<file path="src/rtl/uart_count_pkg.sv">
// Shared FSM state type, frame constants and helpers for uart_count_reporter.
package uart_count_pkg;

  typedef enum logic [2:0] {
    ST_IDLE,
    ST_SNAP,
    ST_SYNC,
    ST_CH_ID,
    ST_DATA,
    ST_CSUM
  } state_t;

  localparam logic [7:0] SYNC_BYTE   = 8'hA5;
  localparam logic [7:0] ASCII_COLON = 8'h3A;
  localparam logic [7:0] ASCII_SPACE = 8'h20;
  localparam logic [7:0] ASCII_CR    = 8'h0D;
  localparam logic [7:0] ASCII_LF    = 8'h0A;

  function automatic int cnt_bytes(input int width);
    return (width + 7) / 8;
  endfunction

  // Uppercase hex digit for a nibble.
  function automatic logic [7:0] hex_char(input logic [3:0] nib);
    return (nib < 4'd10) ? (8'h30 + {4'h0, nib}) : (8'h37 + {4'h0, nib});
  endfunction

endpackage

</file>
<file path="src/rtl/uart_tx_byte.sv">
// 8N1 byte serialiser with valid/ready handshake; ready also rises in the last
// stop-bit cycle so consecutive bytes go out with no idle gap.
module uart_tx_byte #(
  parameter int CLKS_PER_BIT = 104
) (
  input  logic       clk,
  input  logic       rst,
  input  logic       tx_valid,
  input  logic [7:0] tx_data,
  output logic       tx_ready,
  output logic       tx
);
  localparam int CW = $clog2(CLKS_PER_BIT);

  logic          active_q, active_d;
  logic [7:0]    shift_q, shift_d;
  logic [3:0]    bit_q, bit_d;
  logic [CW-1:0] clk_cnt_q, clk_cnt_d;
  logic          tx_q, tx_d;
  logic          bit_end;

  assign bit_end  = (clk_cnt_q == CW'(CLKS_PER_BIT - 1));
  assign tx_ready = !active_q || (bit_q == 4'd9 && bit_end);
  assign tx       = tx_q;

  // bit_q: 0 = start, 1..8 = data LSB first, 9 = stop
  always_comb begin
    active_d  = active_q;
    shift_d   = shift_q;
    bit_d     = bit_q;
    clk_cnt_d = clk_cnt_q;
    tx_d      = tx_q;
    if (active_q) begin
      if (bit_end) begin
        clk_cnt_d = '0;
        bit_d     = bit_q + 4'd1;
        if (bit_q == 4'd9) begin
          active_d = 1'b0;
          tx_d     = 1'b1;
        end else if (bit_q == 4'd8) begin
          tx_d = 1'b1;
        end else begin
          tx_d    = shift_q[0];
          shift_d = shift_q >> 1;
        end
      end else begin
        clk_cnt_d = clk_cnt_q + CW'(1);
      end
    end
    if (tx_valid && tx_ready) begin
      active_d  = 1'b1;
      shift_d   = tx_data;
      bit_d     = 4'd0;
      clk_cnt_d = '0;
      tx_d      = 1'b0;
    end
  end

  always_ff @(posedge clk or posedge rst) begin
    if (rst) begin
      active_q  <= 1'b0;
      shift_q   <= '0;
      bit_q     <= '0;
      clk_cnt_q <= '0;
      tx_q      <= 1'b1;
    end else begin
      active_q  <= active_d;
      shift_q   <= shift_d;
      bit_q     <= bit_d;
      clk_cnt_q <= clk_cnt_d;
      tx_q      <= tx_d;
    end
  end

endmodule

</file>
<file path="src/rtl/uart_count_reporter.sv">
// Multi-channel rising-edge counter with periodic/requested UART snapshot frames.
// Define COUNT_REPORT_ASCII_EN for a printable ASCII frame instead of the binary one.
module uart_count_reporter
  import uart_count_pkg::*;
#(
  parameter int NUM_CH        = 4,
  parameter int CNT_WIDTH     = 16,
  parameter int CLKS_PER_BIT  = 104,
  parameter int REPORT_PERIOD = 1000000,
  parameter int CLEAR_ON_SNAP = 0
) (
  input  logic              clk,
  input  logic              rst,
  input  logic [NUM_CH-1:0] ev_in,
  input  logic              report_req,
  output logic              tx,
  output logic              busy,
  output logic              frame_done
);
  localparam int CNT_BYTES = cnt_bytes(CNT_WIDTH);
  localparam int PAD_W     = 8 * CNT_BYTES;
  localparam int CH_W      = (NUM_CH > 1) ? $clog2(NUM_CH) : 1;
  localparam int TMR_W     = $clog2(REPORT_PERIOD);
`ifdef COUNT_REPORT_ASCII_EN
  localparam logic [3:0] DATA_LAST = 4'(2 * CNT_BYTES + 1);
`else
  localparam logic [3:0] DATA_LAST = 4'(CNT_BYTES - 1);
`endif

  logic [NUM_CH-1:0]    sync1_q, sync2_q, sync3_q, edge_det;
  logic [CNT_WIDTH-1:0] cnt_q [NUM_CH];
  logic [CNT_WIDTH-1:0] cnt_d [NUM_CH];
  logic [CNT_WIDTH-1:0] snap_q [NUM_CH];
  logic [CNT_WIDTH-1:0] snap_d [NUM_CH];
  logic [TMR_W-1:0]     timer_q, timer_d;
  logic                 timer_tc, pending_q, pending_d;
  state_t               state_q, state_d;
  logic [CH_W-1:0]      ch_q, ch_d;
  logic [3:0]           idx_q, idx_d;
  logic [7:0]           csum_q, csum_d;
  logic                 last_sent_q, last_sent_d;
  logic                 busy_q, busy_d, done_q, done_d;
  logic                 tx_valid, tx_ready;
  logic [7:0]           tx_data;
  logic [PAD_W-1:0]     padded;

  assign edge_det   = sync2_q & ~sync3_q;
  assign timer_tc   = (timer_q == TMR_W'(REPORT_PERIOD - 1));
  assign busy       = busy_q;
  assign frame_done = done_q;

  // Snapshot takes the pre-increment value; an edge in the SNAP cycle stays live.
  always_comb begin
    for (int i = 0; i < NUM_CH; i++) begin
      snap_d[i] = snap_q[i];
      cnt_d[i]  = cnt_q[i] + CNT_WIDTH'(edge_det[i]);
      if (state_q == ST_SNAP) begin
        snap_d[i] = cnt_q[i];
        if (CLEAR_ON_SNAP != 0) cnt_d[i] = CNT_WIDTH'(edge_det[i]);
      end
    end
    timer_d   = timer_tc ? '0 : timer_q + TMR_W'(1);
    pending_d = ((state_q == ST_SNAP) ? 1'b0 : pending_q) | timer_tc | report_req;
  end

  always_comb begin
    state_d     = state_q;
    ch_d        = ch_q;
    idx_d       = idx_q;
    csum_d      = csum_q;
    last_sent_d = last_sent_q;
    busy_d      = busy_q;
    done_d      = 1'b0;
    tx_valid    = 1'b0;
    tx_data     = 8'h00;
    padded      = '0;
    padded[CNT_WIDTH-1:0] = snap_q[ch_q];
    case (state_q)
      ST_IDLE: if (pending_q) begin
        state_d = ST_SNAP;
        busy_d  = 1'b1;
      end
      ST_SNAP: begin
        ch_d        = '0;
        idx_d       = '0;
        csum_d      = '0;
        last_sent_d = 1'b0;
`ifdef COUNT_REPORT_ASCII_EN
        state_d     = ST_CH_ID;
`else
        state_d     = ST_SYNC;
`endif
      end
      ST_SYNC: begin
        tx_valid = 1'b1;
        tx_data  = SYNC_BYTE;
        if (tx_ready) state_d = ST_CH_ID;
      end
      ST_CH_ID: begin
        tx_valid = 1'b1;
`ifdef COUNT_REPORT_ASCII_EN
        tx_data  = hex_char(4'(ch_q));
`else
        tx_data  = 8'(ch_q);
`endif
        if (tx_ready) begin
          csum_d  = csum_q ^ tx_data;
          idx_d   = '0;
          state_d = ST_DATA;
        end
      end
      ST_DATA: begin
        tx_valid = 1'b1;
`ifdef COUNT_REPORT_ASCII_EN
        if (idx_q == 4'd0)           tx_data = ASCII_COLON;
        else if (idx_q == DATA_LAST) tx_data = ASCII_SPACE;
        else tx_data = hex_char(4'(padded >> (4 * (2 * CNT_BYTES - int'(idx_q)))));
`else
        tx_data = 8'(padded >> (8 * (CNT_BYTES - 1 - int'(idx_q))));
`endif
        if (tx_ready) begin
          csum_d = csum_q ^ tx_data;
          if (idx_q == DATA_LAST) begin
            idx_d = '0;
            if (ch_q == CH_W'(NUM_CH - 1)) begin
              state_d = ST_CSUM;
            end else begin
              ch_d    = ch_q + CH_W'(1);
              state_d = ST_CH_ID;
            end
          end else begin
            idx_d = idx_q + 4'd1;
          end
        end
      end
      ST_CSUM: begin
        // Trailer bytes first, then wait for the serialiser's final stop cycle.
        if (!last_sent_q) begin
          tx_valid = 1'b1;
`ifdef COUNT_REPORT_ASCII_EN
          tx_data  = (idx_q == 4'd0) ? ASCII_CR : ASCII_LF;
          if (tx_ready) begin
            idx_d       = idx_q + 4'd1;
            last_sent_d = (idx_q == 4'd1);
          end
`else
          tx_data  = csum_q;
          if (tx_ready) last_sent_d = 1'b1;
`endif
        end else if (tx_ready) begin
          state_d = ST_IDLE;
          busy_d  = 1'b0;
          done_d  = 1'b1;
        end
      end
      default: state_d = ST_IDLE;
    endcase
  end

  always_ff @(posedge clk or posedge rst) begin
    if (rst) begin
      sync1_q     <= '0;
      sync2_q     <= '0;
      sync3_q     <= '0;
      for (int i = 0; i < NUM_CH; i++) begin
        cnt_q[i]  <= '0;
        snap_q[i] <= '0;
      end
      timer_q     <= '0;
      pending_q   <= 1'b0;
      state_q     <= ST_IDLE;
      ch_q        <= '0;
      idx_q       <= '0;
      csum_q      <= '0;
      last_sent_q <= 1'b0;
      busy_q      <= 1'b0;
      done_q      <= 1'b0;
    end else begin
      sync1_q     <= ev_in;
      sync2_q     <= sync1_q;
      sync3_q     <= sync2_q;
      for (int i = 0; i < NUM_CH; i++) begin
        cnt_q[i]  <= cnt_d[i];
        snap_q[i] <= snap_d[i];
      end
      timer_q     <= timer_d;
      pending_q   <= pending_d;
      state_q     <= state_d;
      ch_q        <= ch_d;
      idx_q       <= idx_d;
      csum_q      <= csum_d;
      last_sent_q <= last_sent_d;
      busy_q      <= busy_d;
      done_q      <= done_d;
    end
  end

  uart_tx_byte #(
    .CLKS_PER_BIT(CLKS_PER_BIT)
  ) u_tx (
    .clk     (clk),
    .rst     (rst),
    .tx_valid(tx_valid),
    .tx_data (tx_data),
    .tx_ready(tx_ready),
    .tx      (tx)
  );

endmodule

</file>
<file path="config.mk">
export PLATFORM = sky130hd
export DESIGN_NAME = uart_count_reporter
export DESIGN_NICKNAME = d
export VERILOG_FILES = /design/src/rtl/uart_count_pkg.sv /design/src/rtl/uart_tx_byte.sv /design/src/rtl/uart_count_reporter.sv
export SDC_FILE = /design/constraint.sdc
export NUM_CORES = 1
export LEC_CHECK = 0
export ABC_AREA = 1
export CAP_MARGIN = 20
export CORE_ASPECT_RATIO = 0.8
export CORE_MARGIN = 2
export CORE_UTILIZATION = 63
export DETAILED_ROUTE_END_ITERATION = 7
export HOLD_SLACK_MARGIN = 0.02
export PLACE_DENSITY = 0.89
export SYNTH_ARGS = -nofsm -noshare
export SYNTH_HDL_FRONTEND = slang
export SYNTH_SLANG_ARGS = --single-unit
export TNS_END_PERCENT = 1
</file>
<file path="constraint.sdc">
create_clock -name clk -period 9.1 [get_ports clk]
set_input_delay 2.73 -clock clk [delete_from_list [all_inputs] [get_ports clk]]
set_output_delay 2.73 -clock clk [all_outputs]
set_load 0.03 [all_outputs]
</file>
* Yosys cells after proc, flatten, opt, wreduce, memory -nomap -nowiden
Cells that the tools add are included.
** Word-level totals
- Register bits :: 202
- Latch bits :: 0
- RAM bits :: 0
- Memory bits (read-only) :: 0
- Bits of input ports :: 7
- Memories kept :: 0
** Operators by class
- $add $sub $neg :: 10
- Multiply operators :: 0
- Divide/modulo/power cells :: 0
- $lt $le $gt $ge :: 1
- Equal/unequal tests :: 21
- Shift operators :: 1
- Mux-type cells :: 58
- Bitwise operators :: 7
- Reductions and logical operators :: 18
** Operator list (count)
- $add 16x1->16 :: 4
- $mux 8 :: 8
- $bmux 16 s2 :: 1
- $mux 16 :: 2
- $pmux 8 s4 :: 1
- $shr 16x32->8 :: 1
- $mux 3 :: 8
- $mux 4 :: 6
- $pmux 8 s3 :: 1
- $mux 7 :: 3
- $add 20x1->20 const B :: 1
- $eq 20x20->1 const B :: 1
- $mux 20 :: 1
- $mux 1 :: 18
- $pmux 3 s6 :: 1
- $ne 2x2->1 const B :: 6
- $pmux 4 s3 :: 1
- $reduce_and 4->1 :: 3
- $reduce_bool 2->1 :: 5
- $add 4x1->4 const B :: 2
- $eq 4x4->1 const B :: 2
- $ne 2x1->1 const B :: 4
- $xor 8x2->8 :: 1
- $xor 8x8->8 :: 1
- 26 further kinds :: 34

* Logic depth before layout (Yosys ltp)
Gate-level depths: netlist of run 1.
- Word-level depth :: 8
- Mapped depth :: 13

* Cells and area by module
From an unflattened synthesis of run 1, not the netlist that was laid out.
** Second synthesis, totals
- Cells, all modules :: 1163
- Area, all modules :: 9769.4 um^2
** Modules (own cells, without submodules)
- uart_count_reporter :: times used 1, cells each 1016, area each 8612.0 um^2, sequential area each 4529.3 um^2
- uart_tx_byte :: times used 1, cells each 147, area each 1157.4 um^2, sequential area each 526.8 um^2

* Least setup slack after synthesis of run 1
No wires, ideal clock.
- Kind :: reg2out
- Start point :: reg u_tx.tx_q (netlist: u_tx.tx)
- End point :: out tx
- Arrival time :: 597 ps
- Data required time :: 6370 ps
- Slack :: 5773 ps
- Cell stages (with the launch flop) :: 1
- Buffers on the path :: 0
- Path through :: dfstp_2
** RTL lines
- from (decl) :: line uart_tx_byte.sv:19 : logic tx_q, tx_d;
- from (signal assigned) :: line uart_tx_byte.sv:71 : tx_q <= tx_d;
- to (decl) :: line uart_count_reporter.sv:16 : output logic tx,
No word-level cell between the ends.

* Final worst setup path of run 1
- Start point :: reg u_tx.tx_q (netlist: u_tx.tx)
- End point :: out tx
No word-level cell between the ends.

==> key figures, run 1 <==
Outcome
  – Status: finished clean

GRT
  – First-pass GRT wire length: roughly 35000 um
  – Vias in the first global route: 7327
  – Initial antenna violation count: 0
  – Total Routing Usage GR: roughly a quarter
  – Pin count of the biggest net entering global routing: 148
  – Grt total ovfl: 0

Final layout
  – Number of diodes: 0
  – Share of post-route cells with drive strength above 1: roughly 6.4%
  – Area grow syn2layout: 9.01%
  – Commonest non-fill, non-tap cell in the layout: nand2_1
  – Final nets: approximately 1100
  – Design area: around 0.010 mm^2
  – Most frequent cells in the layout: nand2_1, dfrtp_1, inv_1

Yosys
  – Mapped Nets: roughly 1100
  – FF+latch count, synth: roughly 200
  – Synth Flop Type: dfrtp_1
  – Mapped Avg Cell Area: 8.57 um^2
  – Synth unique cells: 40
  – Gate Count Post-Synth: between 1000 and 1500
  – Ys async rst share: 100%
  – Post-synth EDFFs: 0
  – Post-Syn Area: ~0.0096 mm^2
  – Yosys synthesis warning count: 0
  – Sequential fraction of the synthesis area: a little over half

Timing
  – Hold Violations, Final: 0
  – Clk_skew: ~0.015 ns
  – Tcrit/Tclk final: about 50%
  – Slew @ Worst Pin: 1.07 ns
  – Fin crit period: 4.42 ns
  – Slew HR: ~28%
  – Slew Limit Fails: 0
  – Setup TNS: 0 ns
  – Hold_ws: approximately 0.35 ns
  – Final worst slack: about 4.7 ns
  – Max Clock Freq: 0.226 GHz
  – Final setup fails: 0
  – RSZ-0062 raised after global routing: no

Worst setup path
  – Reg2Reg Setup Slack: approximately 6.6 ns
  – CP arrival: between 1.5 and 2 ns
  – Setup crit start kind: register
  – Crit path depth: 1
  – Critical-path maximum fanout: 2
  – Worst R2R Path Depth: 9
  – Cell family with most CP delay: buffers and inverters
  – CP Cell Sequence: clkdlybuf4s50_1
  – CP Data Required Time: ~6.4 ns
  – Slowest library cell on the worst path: clkdlybuf4s50_1
  – Critical Path End Type: output port
  – Crit path largest cell delay: 0.66 ns
  – Crit path kind: register to output port
  – WP buf/inv: 1

Power
  – Comb pwr share: under 10%
  – Cell-internal power: 0.00148 W
  – Switching Share: between 20 and 25%
  – Leakage: roughly 5.0 nW
  – Max IR drop VDD: 0.155 mV
  – NetSw: around 0.00044 W
  – Seq pwr share: roughly half
  – PnR Total Power: 0.00192 W
  – Power share of the clock group: between 40 and 50%
  – Power Dens Cells: 184 mW/mm^2

Clocking
  – Clock buffer depth: 3
  – Clock root buffer: clkbuf_16
  – CTS tree: yes
  – CTS H-tree depth: 1
  – Post-CTS resize count: 0
  – Clock Pin Slew Worst Setup and Hold Paths: roughly 0.06 ns
  – Clock sinks: roughly 200
  – Postcts setup bufs: 0
  – Total CTS buffers: 21
  – Hold buffers post-CTS: 0
  – Clock Latency Late Sink: roughly 0.50 ns

Route
  – Drt pass-1 iters: 7
  – Vias: between 7000 and 8000
  – WL final: between 20000 and 25000 um
  – Avg Vias per Cell: about 5.7
  – Drt wl/cell: ~15 um
  – Drt drc: 0
  – Initial drt markers: 727
  – Antenna Violating Nets Remaining: 0

Place
  – IO Port Bufs: 9
  – Placer Congestion: between 0.9 and 1
  – Placed Area: ~0.01 mm^2
  – Post-Place Worst Slack: 4.31 ns
  – Dpl hpwl: ~13000 um

Floorplan
  – Die W: roughly 140 um
  – Die Area: 0.0162 mm^2
  – Core Area: around 0.015 mm^2
  – IO Count: 10
  – Initial Util: 64.1%
  – Std-Cell Rows: 40
  – DIE HEIGHT: between 100 and 150 um

Flow run
  – Max-cap violations: 0

Hold path
  – Hold WC Path Type: register to register
  – Hold depth: 0
-- state kept, by name, indices dropped and copies added (netlist names), 2 cells and up --
| name | count |
|---|---|
| cnt_q | 64 |
| snap_q | 64 |
| timer_q | 20 |
| csum_q | 8 |
| u_tx.shift_q | 8 |
| u_tx.clk_cnt_q | 7 |
| idx_q | 4 |
| sync1_q | 4 |
| sync2_q | 4 |
| sync3_q | 4 |
| u_tx.bit_q | 4 |
| state_q | 3 |
| ch_q | 2 |
-- cells by family after synthesis --
| family | synth area share, % |
|---|---|
| fa+ha+maj | 2.48 |
| xor+xnor | 5.84 |
| flops | 52.7 |
| buf+inv | 7.36 |
| compound gates | 7.34 |
| simple gates | 24.3 |
-- routing by layer --
layer / share of wire (%) / global-route usage (%) / vias to the layer above / wire length (um)
met2: 45 / 40.6 / 288 / 9270
met3: 7.3 / 4.81 / 46 / 1500
met1: 45 / 38.4 / 3651 / 9190
met4: 2.4 / 8.20 / 0 / 489
met5: 0 / 0 / - / 0
li1: - / - / 3575 / -
-- power groups by stage --
stage | sequential [W] | clock [W] | combinational [W]
2_1_floorplan | 0.000999 | 0 | 0.0000637
3_3_place_gp | 0.00101 | 0 | 0.0000768
3_5_place_dp | 0.00101 | 0 | 0.0000840
4_1_cts | 0.000996 | 0.000855 | 0.0000852
5_1_grt | 0.00100 | 0.000888 | 0.0000971
6_report | 0.000996 | 0.000841 | 0.0000826
-- cell type report --
type,instances,area (um^2)
Clock buffer,31,623
Clock inverter,5,50.0
Fill cell,1090,4510
Inverter,142,541
Multi-Input combinational cell,743,3840
Sequential cell,202,5060
Tap cell,189,236
Timing Repair Buffer,12,113
-- Yosys cell counts (2+ instances only) --
cell type  count  share of area, %
nand4_1       25               1.6
o21ai_1        9              0.47
o21ai_2        3              0.27
nor4_1         4              0.26
buf_6          2              0.23
nor2_1       106               4.1
nand3_1       95               5.0
o211ai_1       4              0.31
o21ai_0       86               4.5
inv_1        135               5.3
clkbuf_1      11              0.43
ha_1          19               2.5
a21oi_1       25               1.3
xor2_1        50               4.6
nor2_2         3              0.20
nor3_2         4              0.42
nand2_1      252               9.9
nor2_4         3              0.35
nor3b_1        3              0.23
nor3_1        13              0.68
inv_2          6              0.23
xnor2_1       14               1.3
buf_2         14              0.73
nand2_2       11              0.72
nand3b_1       2              0.16
a31oi_1        2              0.13
dfrtp_1      201                52
nand3_2        3              0.31
buf_1          3              0.12
-- final timing paths --
check                      startpoint         endpoint
setup / recovery              u_tx.tx               tx
max in group asynchronous         rst  u_tx.shift_q[6]
hold / removal             sync1_q[2]       sync2_q[2]
hold reg to reg            sync1_q[2]       sync2_q[2]
min in group asynchronous         rst    u_tx.bit_q[1]
setup reg to reg             idx_q[1]        csum_q[7]
-- stage by stage --
step	std cells	util, %
6_report	1324	69.9
5_1_grt	1324	69.9
4_1_cts	1324	69.9
3_5_place_dp	1288	65.4
3_3_place_gp	1288	65.4
2_1_floorplan	1119	-
(Power assumes the default switching activity.)
==> run 2: changes to the inputs <==
==> constraint.sdc (replaced) <==
create_clock -name clk -period 4.1 [get_ports clk]
set_input_delay 1.23 -clock clk [delete_from_list [all_inputs] [get_ports clk]]
set_output_delay 1.23 -clock clk [all_outputs]
set_load 0.03 [all_outputs]
==> run 2 against run 1 <==
Effect of this change:
- register-to-register slack worse by 4.9 ns
- sequential power rose by 120%
- global-route usage shrank 0.53 points
- worst hold slack better by 0.0071 ns
- final cell count barely moved
==> key figures, run 2 (same netlist as run 1, synthesis figures left out) <==
Outcome
  – Status: finished clean (unchanged)

Final layout
  – Area grow syn2layout: 9.52% (was 9.01%)
  – Biggest regs: cnt_q x64, snap_q x64, timer_q x20 (unchanged)
  – Area taken by multi-input logic gates: 0.00384 mm^2 (unchanged)
  – Share of post-route cells with drive strength above 1: 6.51% (was 6.43%)
  – Design area: 0.0105 mm^2 (about the same)
  – Final nets: 1152 (was 1148)
  – Most frequent cells in the layout: nand2_1, dfrtp_1, inv_1 (unchanged)
  – Reg area: 0.00506 mm^2 (unchanged)
  – Commonest non-fill, non-tap cell in the layout: nand2_1 (unchanged)
  – Layout Cells excl Fill: 1325 (was 1324)
  – Number of diodes: 0 (unchanged)
  – Filler instances: 1064 (was 1090)

Place
  – Placed insts: 1292 (was 1288)
  – Placer Congestion: 0.955 (was 0.942)
  – Dpl hpwl: 13200 um (was 13100 um)
  – IO Port Bufs: 9 (unchanged)
  – Placed Area: 0.00985 mm^2 (was 0.00979 mm^2)

Floorplan
  – Die W: 142 um (unchanged)
  – Die Area: 0.0162 mm^2 (unchanged)
  – Core Area: 0.0150 mm^2 (unchanged)
  – Initial Util: 64.1% (unchanged)
  – DIE HEIGHT: 114 um (unchanged)
  – Std-Cell Rows: 40 (unchanged)
  – IO Count: 10 (unchanged)

Route
  – Vias: 7410 (was 7560)
  – WL final: 20000 um (was 20400 um)
  – Avg Vias per Cell: 5.59 (was 5.71)
  – Drt wl/cell: 15.1 um (was 15.4 um)
  – Antenna Violating Nets Remaining: 0 (unchanged)
  – Drt drc: 0 (unchanged)
  – Drt pass-1 iters: 5 (was 7)
  – Initial drt markers: 767 (was 727)

Timing
  – Final setup fails: 0 (unchanged)
  – Slew @ Worst Pin: 0.938 ns (was 1.07 ns)
  – Clk_skew: 0.0122 ns (was 0.0146 ns)
  – Setup TNS: 0 ns (unchanged)
  – Fin crit period: between 2 and 3 ns
  – Tcrit/Tclk final: between 70% and 80%
  – Slew HR: 37.5% (was 28.1%)
  – Hold Violations, Final: 0 (unchanged)
  – Slew Limit Fails: 0 (unchanged)
  – Hold_ws: 0.353 ns (was 0.346 ns)
  – Max Clock Freq: between 0.3 and 0.4 GHz
  – RSZ-0062 raised after global routing: no (unchanged)

Worst setup path
  – Setup crit start kind: register (unchanged)
  – Crit path largest cell delay: 0.66 ns (about the same)
  – CP Data Required Time: 2.87 ns (was 6.37 ns)
  – Critical-path maximum fanout: 2 (unchanged)
  – Reg2Reg Setup Slack: 1.73 ns (was 6.59 ns)
  – WP buf/inv: 1 (unchanged)
  – Cell family with most CP delay: buffers and inverters (unchanged)
  – Reg2reg start: idx_q[1] (unchanged)
  – CP Cell Sequence: clkdlybuf4s50_1 (unchanged)
  – Slowest library cell on the worst path: clkdlybuf4s50_1 (unchanged)
  – Critical Path End Type: output port (unchanged)
  – Crit path kind: register to output port (unchanged)
  – Worst R2R Path Depth: 9 (unchanged)
  – CP arrival: 1.68 ns (was 1.69 ns)
  – FF-to-FF End: csum_q[7] (unchanged)

GRT
  – Met1 GRT Util: 38.2% (was 38.4%)
  – Total Routing Usage GR: 25.8% (was 26.3%)
  – Initial antenna violation count: 0 (unchanged)
  – Grt total ovfl: 0 (unchanged)
  – Pin count of the biggest net entering global routing: 110 (was 148)
  – Gr busiest metal: met2 (unchanged)
  – Met3 Use GR: 3.97% (was 4.81%)
  – First-pass GRT wire length: 34000 um (was 34700 um)
  – Vias in the first global route: 7137 (was 7327)
  – GRT met2 Usage: 40.1% (was 40.6%)

Clocking
  – Clock sinks: 202 (unchanged)
  – Clock Pin Slew Worst Setup and Hold Paths: 0.06 ns (about the same)
  – Clock buffer depth: 3 (unchanged)
  – Total CTS buffers: 21 (unchanged)
  – Hold buffers post-CTS: 0 (unchanged)
  – CTS H-tree depth: 1 (unchanged)
  – Post-CTS resize count: 0 (unchanged)
  – Postcts setup bufs: 0 (unchanged)
  – Clock root buffer: clkbuf_16 (unchanged)
  – Clock Latency Late Sink: 0.50 ns (about the same)
  – CTS tree: yes (unchanged)

Flow run
  – Max-cap violations: 0 (unchanged)

Hold path
  – Hold EP: sync2_q[1] (was sync2_q[2])
  – Hold WC Path Type: register to register (unchanged)
  – Min-delay src: sync1_q[1] (was sync1_q[2])
  – Hold depth: 0 (unchanged)

Power
  – PnR Total Power: 0.00426 W (was 0.00192 W)
  – Leakage: 4.98 nW (was 4.96 nW)
  – Max IR drop VDD: 0.300 mV (was 0.155 mV)
  – Power Dens Cells: 405 mW/mm^2 (was 184 mW/mm^2)
[run 2: how the worst max path moves through the flow]
stage	startpoint	to	slack, ns	cells past startpoint
after global placement	rst	timer_q[9]	1.50	3
after CTS	u_tx.tx	tx	1.18	1
after detailed placement	rst	timer_q[9]	1.49	3
final	u_tx.tx	tx	1.19	1
after floorplan	rst	busy	0.25	1
after global routing	u_tx.tx	tx	1.16	1
[run 2: through the flow]
stage	util [%]	setup WS (ns)
2_1_floorplan	-	0.255
3_3_place_gp	65.8	1.50
3_5_place_dp	65.8	1.49
4_1_cts	70.2	1.18
5_1_grt	70.2	1.16
6_report	70.2	1.19
[run 2: metal layers]
layer	wire, um	up-vias
li1	-	3578
met3	1240	48
met1	9090	3534
met5	0	-
met4	538	0
met2	9090	250
[run 2: where the power goes]
part | leakage (nW) | internal, W | switching, W | total [W]
clock | 0.325 | 0.00110 | 0.000760 | 0.00186
combinational | 1.98 | 0.0000724 | 0.000112 | 0.000184
sequential | 2.67 | 0.00211 | 0.000106 | 0.00221
[run 2: cell type report]
class | count | area share [%]
Timing Repair Buffer | 16 | 1.71
Clock buffer | 27 | 5.41
Sequential cell | 202 | 48.1
Tap cell | 189 | 2.25
Multi-Input combinational cell | 743 | 36.5
Inverter | 142 | 5.11
Clock inverter | 6 | 0.857
